==> config.mk <==
export PLATFORM = sky130hd
export DESIGN_NAME = rf_wport_sched_flat
export DESIGN_NICKNAME = d
export VERILOG_FILES = /design/src/rtl/rf_wport_sched_if.sv /design/src/rtl/rf_wport_sched.sv /design/src/flat_wrapper.sv
export SDC_FILE = /design/constraint.sdc
export NUM_CORES = 1
export LEC_CHECK = 0
export CAP_MARGIN = 20
export CORE_AREA = 2 2 100 102
export CTS_CLUSTER_SIZE = 25
export DETAILED_ROUTE_END_ITERATION = 10
export DIE_AREA = 0 0 102 104
export PLACE_DENSITY = 0.76
export RECOVER_POWER = 25
export SLEW_MARGIN = 20
export SYNTH_ARGS = -nofsm -noshare
export SYNTH_HDL_FRONTEND = slang
export SYNTH_SLANG_ARGS = --single-unit
==> constraint.sdc <==
create_clock -name clk -period 11.7 [get_ports clk]
set_input_delay 3.51 -clock clk [delete_from_list [all_inputs] [get_ports clk]]
set_output_delay 3.51 -clock clk [all_outputs]
set_load 0.02 [all_outputs]
==> src/rtl/rf_wport_sched_if.sv <==
// Signal bundle between the pipeline/MDU side and the register-file write-port scheduler.
// Handshake: an MDU result transfers on any cycle with mdu_valid & mdu_ready_o high; while
// mdu_valid=1 and mdu_ready_o=0 the producer holds mdu_rd/mdu_data stable and keeps valid up.
interface rf_wport_sched_if #(
  parameter int XLEN = 32,
  parameter int AW   = 5
);
  logic            wb_en;
  logic [AW-1:0]   wb_rd;
  logic [XLEN-1:0] wb_data;
  logic            mdu_valid;
  logic [AW-1:0]   mdu_rd;
  logic [XLEN-1:0] mdu_data;
  logic            mdu_ready_o;
  logic            stall_req_o;
  logic            busy_o;
  logic [AW-1:0]   rf_a3_o;
  logic [XLEN-1:0] rf_wd3_o;
  logic            rf_we_o;
  logic [AW-1:0]   a1;
  logic [AW-1:0]   a2;
  logic [XLEN-1:0] rf_rd1;
  logic [XLEN-1:0] rf_rd2;
  logic [XLEN-1:0] rd1_o;
  logic [XLEN-1:0] rd2_o;
  logic            dbg_state;

  modport master (
    output wb_en, wb_rd, wb_data, mdu_valid, mdu_rd, mdu_data, a1, a2, rf_rd1, rf_rd2,
    input  mdu_ready_o, stall_req_o, busy_o, rf_a3_o, rf_wd3_o, rf_we_o, rd1_o, rd2_o, dbg_state
  );

  modport slave (
    input  wb_en, wb_rd, wb_data, mdu_valid, mdu_rd, mdu_data, a1, a2, rf_rd1, rf_rd2,
    output mdu_ready_o, stall_req_o, busy_o, rf_a3_o, rf_wd3_o, rf_we_o, rd1_o, rd2_o, dbg_state
  );
endinterface

==> src/rtl/rf_wport_sched.sv <==
// Register-file write-port scheduler: zero-fills x1..x(NREG-1) after reset, then arbitrates
// WB (fixed priority) against the MDU with a starvation stall request, plus read bypass.
module rf_wport_sched #(
  parameter int XLEN         = 32,
  parameter int AW           = 5,
  parameter int STARVE_LIMIT = 4
) (
  input logic               clk,
  input logic               rst,
  rf_wport_sched_if.slave   bus
);
  localparam int NREG = 2 ** AW;
  localparam int CW   = $clog2(STARVE_LIMIT + 1);

  typedef enum logic {CLEAR = 1'b0, RUN = 1'b1} state_t;

  state_t          state, state_d;
  logic [AW-1:0]   clr_idx, clr_idx_d;
  logic [CW-1:0]   starve_cnt, starve_cnt_d;
  logic            stall_q, stall_d;
  logic            wb_grant, mdu_grant, busy;
  logic            we, we_g;
  logic [AW-1:0]   a3;
  logic [XLEN-1:0] wd3;

  always_ff @(posedge clk) begin
    if (rst) begin
      state      <= CLEAR;
      clr_idx    <= AW'(1);
      starve_cnt <= '0;
      stall_q    <= 1'b0;
    end else begin
      state      <= state_d;
      clr_idx    <= clr_idx_d;
      starve_cnt <= starve_cnt_d;
      stall_q    <= stall_d;
    end
  end

  always_comb begin
    state_d      = state;
    clr_idx_d    = clr_idx;
    starve_cnt_d = starve_cnt;
    stall_d      = stall_q;
    wb_grant     = 1'b0;
    mdu_grant    = 1'b0;
    busy         = 1'b1;
    we           = 1'b0;
    a3           = '0;
    wd3          = '0;
    case (state)
      CLEAR: begin
        we        = 1'b1;
        a3        = clr_idx;
        clr_idx_d = clr_idx + AW'(1);
        if (clr_idx == AW'(NREG - 1)) state_d = RUN;
      end
      RUN: begin
        busy = 1'b0;
        if (bus.wb_en) begin
          wb_grant = 1'b1;
          a3       = bus.wb_rd;
          wd3      = bus.wb_data;
        end else if (bus.mdu_valid) begin
          mdu_grant = 1'b1;
          a3        = bus.mdu_rd;
          wd3       = bus.mdu_data;
        end
        // x0 is hardwired zero: the grant still happens, only the write enable is dropped.
        we = (wb_grant | mdu_grant) & (a3 != '0);
        if (mdu_grant || !bus.mdu_valid) starve_cnt_d = '0;
        else if (starve_cnt != CW'(STARVE_LIMIT)) starve_cnt_d = starve_cnt + CW'(1);
        // Looking at the next count lets the request rise right after the LIMIT-th lost cycle.
        stall_d = mdu_grant ? 1'b0 : (stall_q | (starve_cnt_d == CW'(STARVE_LIMIT)));
      end
      default: state_d = CLEAR;
    endcase
  end

  assign we_g = we & ~rst;

  assign bus.rf_we_o     = we_g;
  assign bus.rf_a3_o     = a3;
  assign bus.rf_wd3_o    = wd3;
  assign bus.mdu_ready_o = mdu_grant & ~rst;
  assign bus.busy_o      = busy | rst;
  assign bus.stall_req_o = stall_q;
  assign bus.dbg_state   = state;

  assign bus.rd1_o = (we_g && bus.a1 == a3 && bus.a1 != '0) ? wd3 : bus.rf_rd1;
  assign bus.rd2_o = (we_g && bus.a2 == a3 && bus.a2 != '0) ? wd3 : bus.rf_rd2;
endmodule

==> src/flat_wrapper.sv <==
// flat-port wrapper written by rule: the top's interface ports become plain ports
module rf_wport_sched_flat 
#(
  parameter int XLEN         = 32,
  parameter int AW           = 5,
  parameter int STARVE_LIMIT = 4
)
  (clk, rst, bus_wb_en, bus_wb_rd, bus_wb_data, bus_mdu_valid, bus_mdu_rd, bus_mdu_data, bus_a1, bus_a2, bus_rf_rd1, bus_rf_rd2, bus_mdu_ready_o, bus_stall_req_o, bus_busy_o, bus_rf_a3_o, bus_rf_wd3_o, bus_rf_we_o, bus_rd1_o, bus_rd2_o, bus_dbg_state);
  rf_wport_sched_if #(.XLEN(XLEN), .AW(AW)) bus_i ();
  input logic clk;
  input logic rst;
  input wire logic [$bits(bus_i.wb_en)-1:0] bus_wb_en;
  input wire logic [$bits(bus_i.wb_rd)-1:0] bus_wb_rd;
  input wire logic [$bits(bus_i.wb_data)-1:0] bus_wb_data;
  input wire logic [$bits(bus_i.mdu_valid)-1:0] bus_mdu_valid;
  input wire logic [$bits(bus_i.mdu_rd)-1:0] bus_mdu_rd;
  input wire logic [$bits(bus_i.mdu_data)-1:0] bus_mdu_data;
  input wire logic [$bits(bus_i.a1)-1:0] bus_a1;
  input wire logic [$bits(bus_i.a2)-1:0] bus_a2;
  input wire logic [$bits(bus_i.rf_rd1)-1:0] bus_rf_rd1;
  input wire logic [$bits(bus_i.rf_rd2)-1:0] bus_rf_rd2;
  output wire logic [$bits(bus_i.mdu_ready_o)-1:0] bus_mdu_ready_o;
  output wire logic [$bits(bus_i.stall_req_o)-1:0] bus_stall_req_o;
  output wire logic [$bits(bus_i.busy_o)-1:0] bus_busy_o;
  output wire logic [$bits(bus_i.rf_a3_o)-1:0] bus_rf_a3_o;
  output wire logic [$bits(bus_i.rf_wd3_o)-1:0] bus_rf_wd3_o;
  output wire logic [$bits(bus_i.rf_we_o)-1:0] bus_rf_we_o;
  output wire logic [$bits(bus_i.rd1_o)-1:0] bus_rd1_o;
  output wire logic [$bits(bus_i.rd2_o)-1:0] bus_rd2_o;
  output wire logic [$bits(bus_i.dbg_state)-1:0] bus_dbg_state;
  assign bus_i.wb_en = bus_wb_en;
  assign bus_i.wb_rd = bus_wb_rd;
  assign bus_i.wb_data = bus_wb_data;
  assign bus_i.mdu_valid = bus_mdu_valid;
  assign bus_i.mdu_rd = bus_mdu_rd;
  assign bus_i.mdu_data = bus_mdu_data;
  assign bus_i.a1 = bus_a1;
  assign bus_i.a2 = bus_a2;
  assign bus_i.rf_rd1 = bus_rf_rd1;
  assign bus_i.rf_rd2 = bus_rf_rd2;
  assign bus_mdu_ready_o = bus_i.mdu_ready_o;
  assign bus_stall_req_o = bus_i.stall_req_o;
  assign bus_busy_o = bus_i.busy_o;
  assign bus_rf_a3_o = bus_i.rf_a3_o;
  assign bus_rf_wd3_o = bus_i.rf_wd3_o;
  assign bus_rf_we_o = bus_i.rf_we_o;
  assign bus_rd1_o = bus_i.rd1_o;
  assign bus_rd2_o = bus_i.rd2_o;
  assign bus_dbg_state = bus_i.dbg_state;
  rf_wport_sched #(.XLEN(XLEN), .AW(AW), .STARVE_LIMIT(STARVE_LIMIT)) u_core (.clk(clk), .rst(rst), .bus(bus_i));
endmodule
# After elaboration in Yosys (flattened, before gate mapping)

Index checks and enable logic that the tools add are counted.

ROM bits: 0
Memories kept: 0
Bits in latches: 0
Memory bits (writable): 0
Input port bits: 152
Word-level logic and storage cells: 51
Output and inout bits: 106
Flip-flop bits (word level): 10

Shift operators: 0
Equality and inequality tests: 5
Bitwise gates (word level): 8
Multiply operators: 0
Reductions and logical operators: 9
$lt $le $gt $ge: 0
Div/mod/pow operators: 0
Add/subtract/negate cells: 2
Muxes and demuxes: 23

Operator list:

| cell                                          | count |
|---|---|
| two-way mux 32 bit                            | 5 |
| two-way mux 5 bit                             | 3 |
| nonzero test 5 bit                            | 3 |
| == test 5 bit                                 | 2 |
| two-way mux 1 bit                             | 10 |
| one-hot mux 5 bit (2 select lines)            | 1 |
| two-way mux 3 bit                             | 3 |
| adder 5 x 1 -> 5 bit (second input constant)  | 1 |
| == test 5 bit (second input constant)         | 1 |
| logical AND 1 bit                             | 4 |
| adder 3 x 1 -> 3 bit (second input constant)  | 1 |
| AND 1 bit                                     | 3 |
| == test 3 bit (second input constant)         | 1 |
| inequality test 3 bit (second input constant) | 1 |
| bitwise OR 1 bit                              | 3 |
| NOT 1 bit                                     | 2 |
| one-hot mux 1 bit (2 select lines)            | 1 |
| zero test 1 bit                               | 1 |
| logical OR 1 bit                              | 1 |

# Logic depth before layout (Yosys ltp)

Gate-level depths: netlist of run 1.

Depth in word-level cells: 10
Depth in mapped cells: 9
Gate-level depth less buffers: 8

# Worst setup path before layout of run 1

OpenSTA, ideal clock, no wires.

Path kind: in2out
Start point: in bus_mdu_valid
End point: out bus_rd2_o[10]
Data required time: 8.190 ns
Cell stages on the path: 8
Arrival time: 5.379 ns
Path buffers: 2
Path slack: 2.811 ns
Cells stage by stage: nor2b_4 a221oi_2 a21oi_1 a22o_1 or4_1 buf_6 buf_12 mux2_4

Elaborated cells on any way between the ends: 19
Those cells by class: eq/ne (1); mux (12); bitwise (3); reduce/logical (3)

RTL lines:

| item                               | line                 | text |
|---|---|---|
| from (decl)                        | flat_wrapper.sv:15   | `input wire logic [$bits(bus_i.mdu_valid)-1:0] bus_mdu_valid;` |
| two-way mux 5 bit                  | rf_wport_sched.sv:64 | `end else if (bus.mdu_valid) begin` |
| two-way mux 5 bit                  | rf_wport_sched.sv:60 | `if (bus.wb_en) begin` |
| two-way mux 5 bit                  | rf_wport_sched.sv:51 | `case (state)` |
| one-hot mux 5 bit (2 select lines) | rf_wport_sched.sv:51 |  |
| net bus_rf_a3_o[4]                 | flat_wrapper.sv:25   | `output wire logic [$bits(bus_i.rf_a3_o)-1:0] bus_rf_a3_o;` |
| == test 5 bit                      | rf_wport_sched.sv:91 | `assign bus.rd2_o = (we_g && bus.a2 == a3 && bus.a2 != '0) ? wd3 : bus.rf_rd2;` |
| logical AND 1 bit (2 in series)    | rf_wport_sched.sv:91 |  |
| two-way mux 32 bit                 | rf_wport_sched.sv:91 |  |
| to (decl)                          | flat_wrapper.sv:29   | `output wire logic [$bits(bus_i.rd2_o)-1:0] bus_rd2_o;` |

The timed path passes the listed nets, and every way through them passes these cells. The select of a mux whose other input is x is not followed.

# Worst setup path in the final report of run 1

Start point: in bus_wb_en
End point: out bus_rd2_o[0]

Word-level cells in the longest chain between the ends: 9
Elaborated cells on any way between the ends: 18
Those cells by class: eq/ne (1); mux (11); bitwise (3); reduce/logical (3)

RTL lines:

| item                                                   | line                 | text |
|---|---|---|
| from (decl)                                            | flat_wrapper.sv:12   | `input wire logic [$bits(bus_i.wb_en)-1:0] bus_wb_en;` |
| two-way mux 5 bit or two-way mux 1 bit (tied branches) | rf_wport_sched.sv:60 |  |
| two-way mux 5 bit or two-way mux 1 bit (tied branches) | rf_wport_sched.sv:51 |  |
| nonzero test 5 bit or bitwise OR 1 bit (tied branches) | rf_wport_sched.sv:70 | `we = (wb_grant \| mdu_grant) & (a3 != '0);` |
| AND 1 bit                                              | rf_wport_sched.sv:70 |  |
| one-hot mux 1 bit (2 select lines)                     | rf_wport_sched.sv:51 |  |
| AND 1 bit                                              | rf_wport_sched.sv:80 | `assign we_g = we & ~rst;` |
| logical AND 1 bit (2 in series)                        | rf_wport_sched.sv:91 |  |
| two-way mux 32 bit *                                   | rf_wport_sched.sv:91 |  |

Every way passes the cells marked *; elsewhere a longest branch is shown, timed or not. The select of a mux whose other input is x is not followed.

==> flow_summary_export.csv, run 1 <==
group,metric,value,unit
floorplanning,core,9550,um2
clock_tree,cts_resized,0,
setup_path,r2r_setup_slack,9.42,ns
power,p_leak,1.99,nW
sta,finalSetupViolCount,0,
setup_path,path_max_fanout,32,
sta,tightestPinTransition,1.64,ns
status,failed_checks,"capacitance limit, slew limit",
floorplanning,start_util,23.3,%
sta,fin_crit_sh,95.0,%
power,power,0.226,mW
sta,grt_setup_unrepaired,"no",
sta,report.final.slew_viol_count,35,
sta,skew,0.000393,ns
synth,synth_seq_cells,10,
setup_path,required,8.19,ns
routing,first_iter_violations,77,
cells_and_area,multi_input_area,1830,um2
clock_tree,htree_levels,1,
setup_path,reg2reg_from,"u_core.bus.dbg_state",
synth,ys.flop_type,"dfxtp_1",
routing,routedWlPerCell,18.9,um
cells_and_area,n_fill_cell,911,
cells_and_area,postLayoutCoreUtil,51.3,%
floorplanning,chipHeight,104,um
cells_and_area,syn2layout_area_growth,120,%
sta,fin_crit,11.11,ns
global_route,antenna_found_initial,1,
synth,syn-mean-instance-area,8.98,um2
setup_path,cp.arrival,7.60,ns
global_route,grt_pass1_vias,3095,
sta,setup_slack,0.589,ns
job,cap_violations,1,
clock_tree,clkTransAtPathRegs,0.05,ns
synth,syn_nets,404,
worst_hold_path,hold_path.class,"reg2reg",
setup_path,critPathKind,"in2out",
clock_tree,clock-sinks,10,
global_route,grt_use_total,21.0,%
setup_path,worst_r2r_path_depth,4,
synth,yosys_warnings,0,
status,outcome,"finished, violations left",
placed_design,gp_congestion,0.899,
synth,ys_seq_area_share,8.99,%
clock_tree,cts_buffer_depth,2,
cells_and_area,n_antenna_cell,0,
placed_design,dp_hpwl,9940,um
sta,max-slew-margin-rel,-9.37,%
setup_path,startpoint_type,"input port",
cells_and_area,fin_cells,626,
placed_design,place_area,4860,um2
clock_tree,hold_buffers,0,
global_route,overflow,0,
clock_tree,cts_root_buf,"clkbuf_8",
synth,yosysUniqueCellTypes,42,
routing,via_count,3040,
setup_path,end_kind,"output port",
synth,synth_cells,248,
floorplanning,num_rows,36,
cells_and_area,final_area,4900,um2
floorplanning,fp.dieW,102,um
global_route,grt_max_degree,35,
placed_design,place_ws,0.829,ns
placed_design,numPortBuffers,257,
power,ir_worst_vdd,0.0458,mV
clock_tree,worstSkewPairLatency,0.24,ns
worst_hold_path,hold-path-cell-count,2,
setup_path,r2r-end,"u_core.bus.stall_req_o",
floorplanning,die_area,10600,um2
synth,synth_edf_count,0,
cells_and_area,regArea,200,um2
cells_and_area,fin_nets,650,
routing,drt-total-wl,11800,um
sta,max_clock_freq,0.0900,GHz
clock_tree,cts_buffers,3,
power,p_per_area,46.2,nW/um2
sta,finalHoldViolations,0,
routing,via_per_inst,4.86,
global_route,grt_pass1_wl,17600,um
synth,async_reset_ff_share,0,%
sta,hold_slack,0.488,ns
clock_tree,tritoncts,"built",
sta,tns,0,ns
worst_hold_path,min_to,"u_core.bus.stall_req_o",
routing,ant_nets,0,
placed_design,place_inst,622,
clock_tree,post_cts_buffers,0,
worst_hold_path,min_from,"u_core.bus.stall_req_o",
synth,synth_area,2230,um2
routing,first_pass_iters,4,
routing,drc,0,
cells_and_area,drive_above_1_share,15.2,%
floorplanning,boundaryPins,258,
==> worst max-delay path by stage <==
stage	start	endpoint	cells past startpoint
final	bus_wb_en	bus_rd2_o[0]	8
after global routing	bus_wb_en	bus_rd2_o[0]	8
after CTS	bus_wb_en	bus_rd2_o[0]	8
after detailed placement	bus_wb_en	bus_rd2_o[0]	8
after global placement	bus_wb_en	bus_rd2_o[31]	8
after floorplan	bus_mdu_valid	bus_rd2_o[10]	8
==> state kept, by name, indices dropped and copies added (netlist names) <==
register	flops
u_core.bus.stall_req_o	1
u_core.starve_cnt	3
u_core.bus.dbg_state	1
u_core.clr_idx	5
==> per-layer routing <==
layer  share of wire [%]  track usage [%]  vias up
met3                 7.3             3.36       19
met1                  38             24.3     1437
li1                    -                -     1434
met4                 2.4             5.90        2
met5                0.10                0        -
met2                  52             38.9      148
==> area by class of cell <==
cell class	instances	area share (%)
Tap cell	133	3.40
Clock buffer	4	1.12
Inverter	11	0.843
Timing Repair Buffer	262	53.2
Sequential cell	10	4.09
Multi-Input combinational cell	206	37.4
==> worst max-delay path, cell delays in order <==
cell	delay, ns
dlygate4sd3_1	0.87
nor2b_4	0.11
a221oi_1	0.59
or3_1	0.20
nand4_1	0.09
or4_2	1.17
mux2_1	0.50
clkdlybuf4s50_1	0.54
==> synthesized netlist by cell type (5+ instances only) <==
library cell | number | area (um2)
a22o_1 | 33 | 289
mux2_2 | 32 | 360
mux2_4 | 30 | 450
nor2_1 | 22 | 82.6
clkbuf_1 | 14 | 52.6
dfxtp_1 | 10 | 200
inv_1 | 10 | 37.5
a21oi_1 | 9 | 45.0
nand2_1 | 7 | 26.3
xor2_1 | 6 | 52.6
nand2b_1 | 5 | 31.3
nand4_1 | 5 | 31.3
==> cells by family (layout without fill, tap and decap cells) <==
kind of cell | after synthesis | count (layout) | share of synthesized area [%]
and+or+nand+nor | 61 | 61 | 14.2
xor gates and xnor gates | 9 | 9 | 3.54
muxes | 68 | 68 | 39.3
adders and majority gates | 4 | 4 | 2.25
DFF | 10 | 10 | 8.99
AOI/OAI and AO/OA | 64 | 64 | 23.5
buffers and inverters | 32 | 277 | 8.31
==> cells in the final DEF, fill, tap and decap left out, types with 4 or more instances in the layout <==
cell type,count
clkdlybuf4s50_1,239
a22o_1,33
mux2_2,32
mux2_4,30
nor2_1,22
dlygate4sd3_1,18
inv_1,10
dfxtp_1,10
a21oi_1,9
nand2_1,7
a221oi_1,6
xor2_1,6
nand2b_1,5
nand4_1,5
nor3_1,4
ha_1,4
clkbuf_8,4
buf_4,4
==> power breakdown <==
part / switching, mW / internal [mW]
combinational: 0.0526 / 0.0914
clock: 0.0148 / 0.0297
sequential: 0.00240 / 0.0356
total: 0.0699 / 0.157
No activity file was read; power rests on OpenSTA's default activity.
==> inputs of run 2 (changes only) <==
--- a/config.mk
+++ b/config.mk
@@ -6,11 +6,11 @@
 export NUM_CORES = 1
 export LEC_CHECK = 0
 export CAP_MARGIN = 20
-export CORE_AREA = 2 2 100 102
+export CORE_AREA = 2 2 101 103
 export CTS_CLUSTER_SIZE = 25
 export DETAILED_ROUTE_END_ITERATION = 10
-export DIE_AREA = 0 0 102 104
-export PLACE_DENSITY = 0.76
+export DIE_AREA = 0 0 103 105
+export PLACE_DENSITY = 0.75
 export RECOVER_POWER = 25
 export SLEW_MARGIN = 20
 export SYNTH_ARGS = -nofsm -noshare
==> constraint.sdc (replaced) <==
create_clock -name clk -period 10.35 [get_ports clk]
set_input_delay 3.105 -clock clk [delete_from_list [all_inputs] [get_ports clk]]
set_output_delay 3.105 -clock clk [all_outputs]
set_load 0.02 [all_outputs]
==> flow_summary_export.csv, run 2 (synthesis gave the netlist of run 1 again) <==
group,metric,value,unit
status,outcome,"finished, violations left",
status,failed_checks,"capacitance limit, slew limit",
routing,via_count,2993,
global_route,grt_use_total,20.5,%
setup_path,path_buf_inv,3,
power,pwr-share-comb,63.7,%
power,switchingPower,0.0784,mW
sta,skew,0.00379,ns
power,p_leak,2.00,nW
global_route,overflow,0,
cells_and_area,fin_nets,651,
clock_tree,hold_buffers,0,
setup_path,startpoint_type,"input port",
placed_design,gp_congestion,0.910,
clock_tree,cts_root_buf,"clkbuf_8",
sta,finalHoldViolations,0,
cells_and_area,n_antenna_cell,0,
clock_tree,cts_resized,0,
cells_and_area,mostFrequentLayoutCells,"clkdlybuf4s50_1 (240), a22o_1 (33), mux2_2 (32)",
setup_path,reg2reg_from,"u_core.bus.dbg_state",
setup_path,crit_slowest_cell,"clkbuf_1",
floorplanning,start_util,23.1,%
setup_path,required,7.25,ns
setup_path,crit_chain,"dlygate4sd3_1 -> nor2b_4 -> and2_1 -> clkbuf_1 -> a22o_1 -> mux2_2 -> clkdlybuf4s50_1",
power,p_seq_share,16.8,%
setup_path,end_kind,"output port",
clock_tree,post_cts_buffers,0,
floorplanning,chipHeight,105,um
sta,tightestPinTransition,1.73,ns
routing,via_per_inst,4.77,
global_route,antenna_found_initial,0,
sta,hold_slack,0.506,ns
setup_path,r2r-end,"u_core.bus.stall_req_o",
sta,fin_crit_sh,95.0,%
setup_path,critPathTopFamily,"buffers and inverters",
power,p_int,0.177,mW
cells_and_area,largest_registers,"u_core.clr_idx x5, u_core.starve_cnt x3",
clock_tree,clkTransAtPathRegs,0.05,ns
global_route,grt_pass1_vias,3040,
sta,grt_setup_unrepaired,"no",
setup_path,cp.arrival,6.73,ns
cells_and_area,largest_reg_flops,5,
worst_hold_path,min_to,"u_core.bus.stall_req_o",
sta,tns,0,ns
floorplanning,die_area,10800,um2
routing,ant_nets,0,
routing,routedWlPerCell,18.9,um
clock_tree,cts_buffer_depth,2,
power,pwr-share-clk,19.5,%
sta,fin_crit,9.84,ns
clock_tree,worstSkewPairLatency,0.24,ns
worst_hold_path,min_from,"u_core.bus.stall_req_o",
clock_tree,htree_levels,1,
floorplanning,fp.dieW,103,um
global_route,grt_max_degree,35,
clock_tree,clock-sinks,10,
routing,drt-total-wl,11900,um
setup_path,path_max_fanout,34,
cells_and_area,top_register,"u_core.clr_idx",
setup_path,critPathKind,"in2out",
worst_hold_path,hold_path.class,"reg2reg",
sta,max-slew-margin-rel,-15.4,%
clock_tree,tritoncts,"built",
sta,finalSetupViolCount,0,
routing,first_pass_iters,4,
job,cap_violations,1,
sta,report.final.slew_viol_count,35,
floorplanning,boundaryPins,258,
cells_and_area,final_common_cell,"clkdlybuf4s50_1",
setup_path,max_stage_delay,1.24,ns
cells_and_area,syn2layout_area_growth,121,%
placed_design,dp_hpwl,10100,um
global_route,grt_pass1_wl,17400,um
sta,max_clock_freq,0.102,GHz
floorplanning,core,9640,um2
worst_hold_path,hold-path-cell-count,2,
routing,drc,0,
cells_and_area,drive_above_1_share,15.8,%
setup_path,r2r_setup_slack,7.63,ns
setup_path,worst_r2r_path_depth,3,
placed_design,numPortBuffers,257,
power,p_per_area,51.9,nW/um2
clock_tree,cts_buffers,3,
routing,first_iter_violations,98,
power,switching_share,30.7,%
floorplanning,num_rows,36,
power,ir_worst_vdd,0.0984,mV
## run 2: cell count changes in the layout (fill, tap and decap cells not counted), sizes merged
cell           previous run  this run
clkdlybuf4s50           239       240
dlygate4sd3              18        17
buf                       4         5
## run 2: layer usage
metal  vias up  track usage, %  routed length [um]
li1       1444               -                   -
met1      1405            24.6                4610
met2       132            38.3                6270
met3        12            2.88                 826
met4         0            3.76                 173
met5         -               0                   0
## run 2: final cells by class
| class | instances | area (um2) |
|---|---|---|
| clock buffer | 4 | 55.1 |
| sequential | 10 | 200 |
| tap | 133 | 166 |
| fill | 888 | 4720 |
| timing repair buffer | 263 | 2610 |
| inverter | 11 | 41.3 |
| multi-input combinational | 206 | 1840 |
## run 2: worst min-delay path, cell delays in order, from the launching register on
cell     delay (ns)
dfxtp_1        0.31
nor2_1         0.10
nor3_1         0.05
## run 2: power by group through the flow
stage	clock network, mW	logic [mW]	registers [mW]
6_report	0.0497	0.163	0.0430
5_1_grt	0.0530	0.172	0.0434
4_1_cts	0.0503	0.164	0.0430
3_5_place_dp	0	0.163	0.0437
3_3_place_gp	0	0.161	0.0435
2_1_floorplan	0	0.0640	0.0426
## run 2: how the worst max path moves through the flow
stage                        startpoint             to  slack [ns]  depth (start not counted)
after floorplan           bus_mdu_valid  bus_rd2_o[10]        2.27                          8
after global placement        bus_wb_en  bus_rd2_o[31]        0.71                          9
after detailed placement      bus_wb_en  bus_rd2_o[31]        0.63                          9
after CTS                     bus_wb_en  bus_rd2_o[31]        0.63                          9
after global routing          bus_wb_en  bus_rd1_o[21]        0.32                          7
final                         bus_wb_en  bus_rd1_o[21]        0.51                          7
## run 2: per-stage QoR
stage / utilization, % / std cells / setup slack, ns / area (um2) / total power [mW]
after global routing: 51.0 / 627 / 0.320 / 4920 / 0.268
after CTS: 51.1 / 627 / 0.627 / 4920 / 0.257
after global placement: 50.5 / 623 / 0.711 / 4870 / 0.205
final: 51.0 / 627 / 0.514 / 4920 / 0.255
after floorplan: - / 248 / 2.27 / 2230 / 0.107
after detailed placement: 50.5 / 623 / 0.632 / 4870 / 0.207
